--- src/rtl/lcd_pkg.sv ---
// Shared definitions for the segment-LCD waveform sequencer: bias-level codes,
// common count and frame polarity encoding.
package lcd_pkg;

  localparam logic [1:0] V0 = 2'b00;
  localparam logic [1:0] V1 = 2'b01;
  localparam logic [1:0] V2 = 2'b10;
  localparam logic [1:0] V3 = 2'b11;

  localparam int NCOM = 4;

  typedef enum logic {
    POL_POS = 1'b0,
    POL_NEG = 1'b1
  } pol_t;

endpackage

--- src/rtl/lcd_frame_timer.sv ---
// Phase prescaler, common-phase index and frame polarity for the LCD sequencer.
// Everything is held at zero while disabled so re-enabling starts a fresh frame.
module lcd_frame_timer
  import lcd_pkg::*;
#(
  parameter int DIV = 768,
  parameter int CW  = $clog2(DIV)
) (
  input  logic       clk,
  input  logic       rstn,
  input  logic       enable,
  output logic [1:0] ph,
  output pol_t       pol,
  output logic       phase_tick,
  output logic       frame_end
);

  logic [CW-1:0] cnt;

  assign phase_tick = enable && (cnt == CW'(DIV - 1));
  assign frame_end  = phase_tick && (ph == 2'd3) && (pol == POL_NEG);

  always_ff @(posedge clk or negedge rstn) begin
    if (!rstn) begin
      cnt <= '0;
      ph  <= 2'd0;
      pol <= POL_POS;
    end else if (!enable) begin
      cnt <= '0;
      ph  <= 2'd0;
      pol <= POL_POS;
    end else if (phase_tick) begin
      cnt <= '0;
      ph  <= ph + 2'd1;
      if (ph == 2'd3) begin
        pol <= (pol == POL_POS) ? POL_NEG : POL_POS;
      end
    end else begin
      cnt <= cnt + CW'(1);
    end
  end

endmodule

--- src/rtl/lcd_waveform_gen.sv ---
// 1/4-duty, 1/3-bias segment LCD sequencer: double-buffered segment image,
// registered 2-bit bias-level codes for every COM and SEG pin.
module lcd_waveform_gen
  import lcd_pkg::*;
#(
  parameter int NSEG = 8,
  parameter int DIV  = 768
) (
  input  logic                clk,
  input  logic                rstn,
  input  logic                enable,
  input  logic                wr_en,
  input  logic [1:0]          wr_com,
  input  logic [NSEG-1:0]     wr_data,
  input  logic                commit,
  output logic                commit_pending,
  output logic                frame_start,
  output logic [2*NCOM-1:0]   com_voltage,
  output logic [2*NSEG-1:0]   seg_voltage
);

  logic [1:0]      ph;
  pol_t            pol;
  logic            phase_tick;
  logic            frame_end;
  logic            at_phase_start;
  logic [NSEG-1:0] shadow      [NCOM];
  logic [NSEG-1:0] active      [NCOM];
  logic [NSEG-1:0] shadow_next [NCOM];
  logic            apply_commit;
  logic [2*NCOM-1:0] com_next;
  logic [2*NSEG-1:0] seg_next;
  logic            start_next;

  lcd_frame_timer #(.DIV(DIV)) u_timer (
    .clk        (clk),
    .rstn       (rstn),
    .enable     (enable),
    .ph         (ph),
    .pol        (pol),
    .phase_tick (phase_tick),
    .frame_end  (frame_end)
  );

  // The copy takes shadow_next so a write landing on the commit clock is included.
  always_comb begin
    shadow_next = shadow;
    if (wr_en) begin
      shadow_next[wr_com] = wr_data;
    end
  end

  assign apply_commit = (commit || commit_pending) && (!enable || frame_end);
  assign start_next   = enable && at_phase_start && (ph == 2'd0) && (pol == POL_POS);

  always_comb begin
    com_next = '0;
    seg_next = '0;
    if (enable) begin
      for (int k = 0; k < NCOM; k++) begin
        if (pol == POL_POS) begin
          com_next[2*k +: 2] = (ph == 2'(k)) ? V3 : V1;
        end else begin
          com_next[2*k +: 2] = (ph == 2'(k)) ? V0 : V2;
        end
      end
      for (int i = 0; i < NSEG; i++) begin
        if (pol == POL_POS) begin
          seg_next[2*i +: 2] = active[ph][i] ? V0 : V2;
        end else begin
          seg_next[2*i +: 2] = active[ph][i] ? V3 : V1;
        end
      end
    end
  end

  always_ff @(posedge clk or negedge rstn) begin
    if (!rstn) begin
      for (int k = 0; k < NCOM; k++) begin
        shadow[k] <= '0;
        active[k] <= '0;
      end
      commit_pending <= 1'b0;
      at_phase_start <= 1'b1;
      frame_start    <= 1'b0;
      com_voltage    <= '0;
      seg_voltage    <= '0;
    end else begin
      shadow <= shadow_next;
      if (apply_commit) begin
        active <= shadow_next;
      end
      if (apply_commit) begin
        commit_pending <= 1'b0;
      end else if (enable && commit) begin
        commit_pending <= 1'b1;
      end
      at_phase_start <= !enable || phase_tick;
      frame_start    <= start_next;
      com_voltage    <= com_next;
      seg_voltage    <= seg_next;
    end
  end

endmodule

--- config.mk ---
export PLATFORM = sky130hd
export DESIGN_NAME = lcd_waveform_gen
export DESIGN_NICKNAME = d
export VERILOG_FILES = /design/src/rtl/lcd_pkg.sv /design/src/rtl/lcd_frame_timer.sv /design/src/rtl/lcd_waveform_gen.sv
export SDC_FILE = /design/constraint.sdc
export NUM_CORES = 1
export LEC_CHECK = 0
export CORE_MARGIN = 10
export CORE_UTILIZATION = 59
export CTS_CLUSTER_DIAMETER = 50
export DETAILED_ROUTE_END_ITERATION = 8
export PLACE_DENSITY = 0.94
export SLEW_MARGIN = 10
export SYNTH_ARGS = -nofsm -noshare
export SYNTH_HDL_FRONTEND = slang
export SYNTH_HIERARCHICAL = 1
export SYNTH_SLANG_ARGS = --single-unit
--- constraint.sdc ---
create_clock -name clk -period 4.41 [get_ports clk]
set_clock_uncertainty 0.05 [all_clocks]
set_input_delay 0.6615 -clock clk [delete_from_list [all_inputs] [get_ports clk]]
set_output_delay 0.6615 -clock clk [all_outputs]
set_load 0.03 [all_outputs]
==> key figures, run 1 <==
Pwr
  • Max VDD drop: 0.2374 mV
  • Leak: a little under 2 nW
  • Pwr Density: 428.9 nW/µm²

Status
  • Status: finished clean

Placement
  • PortBufs: 40
  • Dpl cell area: 4463 µm²
  • Post-DP HPWL: 4745 µm
  • Placer Congestion: 0.7659

Die
  • Starting Density: a little over 60%
  • Die width: roughly 100 µm
  • # IOs: between 40 and 50
  • Total core area: 6756 µm²
  • Chip height: between 100 and 150 µm
  • Die ar.: 10630 µm²
  • Num rows: 30

STA
  • FMAX: 353.7 MHz
  • Setup tns final: 0 ns
  • Final slew viol count: 0
  • Period utilization: ~64%
  • Slew of the pin with the lowest slew margin: 1.154 ns
  • Final hold violation count: 0
  • Tmin final: 2.827 ns
  • Relative slew slack: 23.05%
  • Worst hold margin: 0.4163 ns
  • Final setup fails: 0
  • RSZ-0062 raised after global routing: no

Clocking
  • Clk root buf: clkbuf_8
  • Total CTS buffers: 9
  • Post-CTS resize count: 0
  • Clock transition at the registers of the reported paths: 0.09 ns
  • Hold-fix buffers, CTS: 0
  • Clk buf depth: 2
  • # Post-CTS Setup Buffers: 0
  • CTS tree: done
  • H-Tree Depth: 3
  • Clock sinks: 94
  • Worst-Skew Late Latency: about 0.36 ns

Final layout
  • Diode count: 0
  • Sequential cell area: ~2400 µm²
  • Synthesis-to-finish area growth: 14.12%
  • Fraction of layout cells with a size suffix above 1: 26.51%
  • Finished Cell Area: 4652 µm²
  • Layout fillers: 456
  • Util after Layout: 68.85%
  • Multi-input gate area: 1585 µm²
  • Fin nets: 344

Detailed routing
  • Drt drc: 0
  • DR pass1 iterations: 4
  • Vias: 2314
  • Final WL: between 7000 and 8000 µm
  • Antenna Nets Post-Route: 0
  • Drt wl/cell: 17.39 µm
  • Drt first-iter violations: 74
  • Via-per-instance ratio: 5.617

Global route
  • Initial antenna violation count: 0
  • Number of global-route vias before repair: approximately 2300
  • First-pass GRT wire length: 11650 µm
  • Largest net degree at the start of global routing: 95
  • GRT Util Overall: 14.24%
  • GR Overflow Total: 0

Synthesis
  • Top-count cell post-synth: dfrtp_1
  • Synth top area share: 57.09%
  • EDFF count, synth: 0
  • Register area share after synthesis: 57.73%
  • Yosys warnings: 6
  • Async SR Flop Fraction: 100.0%
  • Mapped Cells: 296
  • Synth top area cells: dfrtp_1 (57%), mux2_2 (15%), mux2i_1 (4.7%), xnor2_1 (4.1%), mux2_4 (2.9%)
  • Top cells by count, synth: dfrtp_1 (93), mux2_2 (56), mux2i_1 (19), xnor2_1 (19), buf_4 (11)
  • Main synth FF type: dfrtp_1
  • Cell taking the most area after synthesis: dfrtp_1
  • Flip-flop and latch count after synthesis: 94
  • Syn nets: 313
  • Synthesized area per cell: ~14 µm²
  • Cell Area, Synth: 4076 µm²
  • Synth cell types: 35

Setup path
  • CP endpoint kind: flip-flop
  • Delay-heaviest family, CP: flip-flops
  • WP depth: 6
  • Startpoint class of the critical path: flip-flop
  • Slowest-stage cell, CP: dfrtp_1
  • Worst Path Max Fanout: 32
  • Max incr delay on CP: 1.12 ns
  • CP Buf/Inv Count: 2
  • Setup CP Type: flip-flop to flip-flop
  • Worst endpoint required time: 4.61 ns
  • Worst-path cell chain: ha_1, and4_1, inv_1, a21oi_2, buf_4, mux2_2
  • WP data arrival: 3.03 ns
  • Register-to-Register Path Depth: 6

Flow run
  • Max-Cap Viols: 0

Worst hold path
  • Hold Crit Depth: 1
  • Tightest Hold Check Type: flip-flop to flip-flop
## metal layers
layer  share of wire (%)  up-vias  track usage, %
met5                   0        -               0
met4                 1.9        0           7.914
met3                 3.7       10           2.279
met2                  50       38           23.01
met1                  45     1172           17.87
li1                    -     1094               -
## placed cells by master (no fill, tap or decap), types with 2 or more instances in the layout
master,n
a21oi_1,5
and2_1,6
buf_4,3
clkbuf_8,9
clkdlybuf4s50_1,39
clkinv_4,2
dfrtp_1,93
ha_1,2
inv_1,3
inv_6,2
inv_8,2
mux2_2,56
mux2_4,8
mux2i_1,19
nand2_1,9
nand2b_1,7
nand3_1,5
nand3b_1,2
nor2_1,5
o21ai_0,5
o22ai_1,8
or3_1,5
xnor2_1,19
xor2_1,3
## cell families after synthesis
| kind of cell | synth area share [%] |
|---|---|
| AO/OA/AOI/OAI | 3.254 |
| XOR/XNOR | 4.727 |
| adder cells (fa/ha/maj) | 0.6138 |
| buffers and inverters | 3.468 |
| flip-flops | 57.73 |
| multiplexers | 23.08 |
| AND/OR/NAND/NOR | 7.121 |
## stage by stage
stage	instances	total power, mW	setup WS (ns)
after floorplan	296	1.352	2.089
after global placement	396	1.449	1.488
after detailed placement	396	1.477	1.403
after CTS	412	2.017	1.573
after global routing	412	2.089	1.444
final	412	1.995	1.583
## final timing paths
| path | from | to | slack (ns) |
|---|---|---|---|
| hold / removal | u_timer/cnt[0]$_DFF_PN0_ | u_timer/cnt[0]$_DFF_PN0_ | 0.42 |
| setup reg to reg | u_timer/ph[1]$_DFFE_PN0P_ | active[31]$_DFFE_PN0P_ | 1.58 |
| max in group asynchronous | rstn | shadow[0]$_DFF_PN0_ | 3.16 |
| setup / recovery | u_timer/ph[1]$_DFFE_PN0P_ | active[31]$_DFFE_PN0P_ | 1.58 |
| hold reg to reg | u_timer/cnt[0]$_DFF_PN0_ | u_timer/cnt[0]$_DFF_PN0_ | 0.42 |
| min in group asynchronous | rstn | shadow[14]$_DFF_PN0_ | 0.45 |
## where the power goes
group	switching, mW	internal [mW]
registers	0.0628	1.02
logic	0.169	0.207
clock network	0.322	0.218
total	0.554	1.44
## sequential cells by signal, indices dropped and copies added, names as in the netlist
signal,count
commit_pending,1
u_timer/ph,2
seg_voltage,9
shadow,32
u_timer/cnt,10
com_voltage,5
frame_start,1
active,32
at_phase_start,1
u_timer/pol,1
## layout make-up
type | instances | share of cell area [%]
Timing Repair Buffer | 42 | 8.876
Clock buffer | 9 | 2.663
Clock inverter | 7 | 1.399
Tap cell | 80 | 2.152
Sequential cell | 94 | 50.59
Inverter | 3 | 0.2421
Multi-Input combinational cell | 177 | 34.08
(Power assumes the default switching activity.)
==> inputs of run 2 (changes only) <==
Settings changed: CORE_UTILIZATION 59 to 51, PLACE_DENSITY 0.94 to 0.88.
Clock period 4.41 ns to 2.54 ns, I/O delays scaled along.
==> run 2 against run 1 <==
Net effect:
- fmax rose by 20%
- first-iteration DRC count rose by 120%
- register-to-register slack got worse by 1.4 ns
- sequential cell count did not move
- count of clock-buffer cells in the layout did not move
- cell count rose by 7.0%
- routed wire length rose by 3.1%
- sequential power rose by 74%
- combinational power rose by 75%
- global-route usage fell by 1.3 points
- largest cell class unchanged
==> key figures, run 2 (synthesized netlist as in run 1, its figures left out) <==
Setup path
  • Worst endpoint required time: 2.74 ns (-1.87 ns)
  • Worst Path Max Fanout: 32 (unchanged)
  • Setup CP Type: flip-flop to flip-flop
  • WP data arrival: 2.56 ns (-0.47 ns)
  • CP endpoint kind: flip-flop
  • Startpoint class of the critical path: flip-flop

Detailed routing
  • Final WL: 7385 µm (+3.1%)
  • Vias: 2350 (+1.6%)
  • Drt wl/cell: 16.75 µm (-3.7%)
  • Via-per-instance ratio: 5.329 (-5.1%)
  • DR pass1 iterations: 4 (unchanged)
  • Drt drc: 0 (unchanged)
  • Drt first-iter violations: 162 (+120%)
  • Antenna Nets Post-Route: 0 (unchanged)

STA
  • Final slew viol count: 0 (unchanged)
  • Slew of the pin with the lowest slew margin: 0.6787 ns (-0.4755 ns)
  • Relative slew slack: 54.48% (+31 points)
  • Final hold violation count: 0 (unchanged)
  • RSZ-0062 raised after global routing: no
  • Final setup fails: 0 (unchanged)
  • Tmin final: 2.361 ns (-0.4666 ns)
  • Setup tns final: 0 ns (unchanged)
  • Period utilization: 92.94% (+29 points)
  • FMAX: 423.6 MHz (+20%)

Final layout
  • Sequential cell area: 2354 µm² (unchanged)
  • Fin nets: 351 (+2.0%)
  • Util after Layout: 61.28% (-7.6 points)
  • Finished Cell Area: 4760 µm² (+2.3%)
  • Synthesis-to-finish area growth: 16.76%
  • Layout fillers: 560 (+23%)
  • Multi-input gate area: 1585 µm² (unchanged)
  • Fraction of layout cells with a size suffix above 1: 27.73% (+1.2 points)
  • Largest regs: active: 32 flops, shadow: 32 flops, u_timer/cnt: 10 flops
  • Diode count: 0 (unchanged)
  • Most frequent cells in the layout: dfrtp_1 (93), mux2_2 (56), clkdlybuf4s50_1 (39)
  • Fin cells: 441 (+7.0%)
  • Most common cell after layout, fill and taps aside: dfrtp_1

Global route
  • Initial antenna violation count: 0 (unchanged)
  • Largest net degree at the start of global routing: 54 (-43%)
  • GRT Util Overall: 12.90% (-1.3 points)
  • First-pass GRT wire length: 12160 µm (+4.3%)
  • Number of global-route vias before repair: 2477 (+6.6%)
  • GR Overflow Total: 0 (unchanged)

Placement
  • PortBufs: 40 (unchanged)
  • Post-DP HPWL: 5072 µm (+6.9%)
  • Placed Cells: 424 (+7.1%)
  • Dpl cell area: 4561 µm² (+2.2%)
  • Placer Congestion: 0.7465 (-2.5%)

Pwr
  • Max VDD drop: 0.2795 mV (+18%)
  • Pwr Density: 731.7 nW/µm² (+71%)
  • Leak: 1.977 nW (+2.2%)

Clocking
  • Clk root buf: clkbuf_8
  • CTS tree: done
  • Clk buf depth: 2 (unchanged)
  • Worst-Skew Late Latency: 0.36 ns (about the same)
  • H-Tree Depth: 3 (unchanged)
  • Clock transition at the registers of the reported paths: 0.09 ns (about the same)
  • Clock sinks: 94 (unchanged)
  • Total CTS buffers: 9 (unchanged)
  • # Post-CTS Setup Buffers: 0 (unchanged)

Die
  • Total core area: 7767 µm² (+15%)
  • Num rows: 32 (+6.7%)
  • # IOs: 41 (unchanged)
  • Die ar.: 11970 µm² (+13%)
  • Die width: 109.4 µm (+6.1%)
  • Chip height: 109.4 µm (+6.1%)
  • Starting Density: 52.48% (-7.9 points)

Status
  • Status: finished clean

Worst hold path
  • Tightest Hold Check Type: flip-flop to flip-flop

Flow run
  • Max-Cap Viols: 0 (unchanged)
-- run 2: critical path, cell delays in order, from the launching register on --
cell     delay [ns]
dfrtp_1        0.39
ha_1           0.25
nand3_1        0.22
nor3_2         0.26
and4_1         0.24
inv_1          0.06
a21oi_2        0.18
buf_12         0.23
mux2_2         0.37
-- run 2: per-layer routing --
layer	wire length [µm]	vias to the layer above	track usage (%)
li1	-	1100	-
met1	3119	1189	15.33
met2	3750	49	22.23
met3	360	12	1.989
met4	155	0	6.506
met5	0	-	0
-- run 2: final cells by class --
type | count | area share [%]
multi-input combinational | 177 | 33.31
clock buffer | 9 | 2.603
timing repair buffer | 49 | 10.36
clock inverter | 7 | 1.367
inverter | 3 | 0.2366
tap | 102 | 2.681
sequential | 94 | 49.45
-- run 2: final timing paths --
path | startpoint | slack (ns) | end | depth (start not counted)
worst min register to register | shadow[20]$_DFF_PN0_ | 0.45 | shadow[20]$_DFF_PN0_ | 1
worst max-delay path | u_timer/cnt[0]$_DFF_PN0_ | 0.18 | active[22]$_DFFE_PN0P_ | 8
worst max register to register | u_timer/cnt[0]$_DFF_PN0_ | 0.18 | active[22]$_DFFE_PN0P_ | 8
min in group asynchronous | rstn | 0.48 | u_timer/cnt[7]$_DFF_PN0_ | 2
max in group asynchronous | rstn | 1.25 | at_phase_start$_DFF_PN1_ | 3
worst min-delay path | shadow[20]$_DFF_PN0_ | 0.45 | shadow[20]$_DFF_PN0_ | 1
-- run 2: where the power goes --
part	total, mW	switching (mW)	internal (mW)
Clock	0.942	0.562	0.380
Combinational	0.658	0.290	0.368
Sequential	1.88	0.116	1.77
Total	3.48	0.969	2.51
-- run 2: what timing repair did --
| item | 4_1_cts | 5_1_grt |
|---|---|---|
| hold buffers | 1 | 0 |
| resized for setup | 0 | 0 |
| endpoints found under the setup margin | 0 | 0 |
| endpoints found under the hold margin | 41 | 0 |
-- run 2: per-stage QoR --
| stage | total power [mW] | hold slack [ns] | setup slack (ns) |
|---|---|---|---|
| after floorplan | 2.348 | 0.03541 | 0.2186 |
| after global placement | 2.526 | 0.3415 | 0.2537 |
| after detailed placement | 2.575 | 0.3486 | 0.1989 |
| after CTS | 3.506 | 0.4515 | 0.1791 |
| after global routing | 3.659 | 0.4697 | 0.02823 |
| final | 3.483 | 0.4475 | 0.1793 |
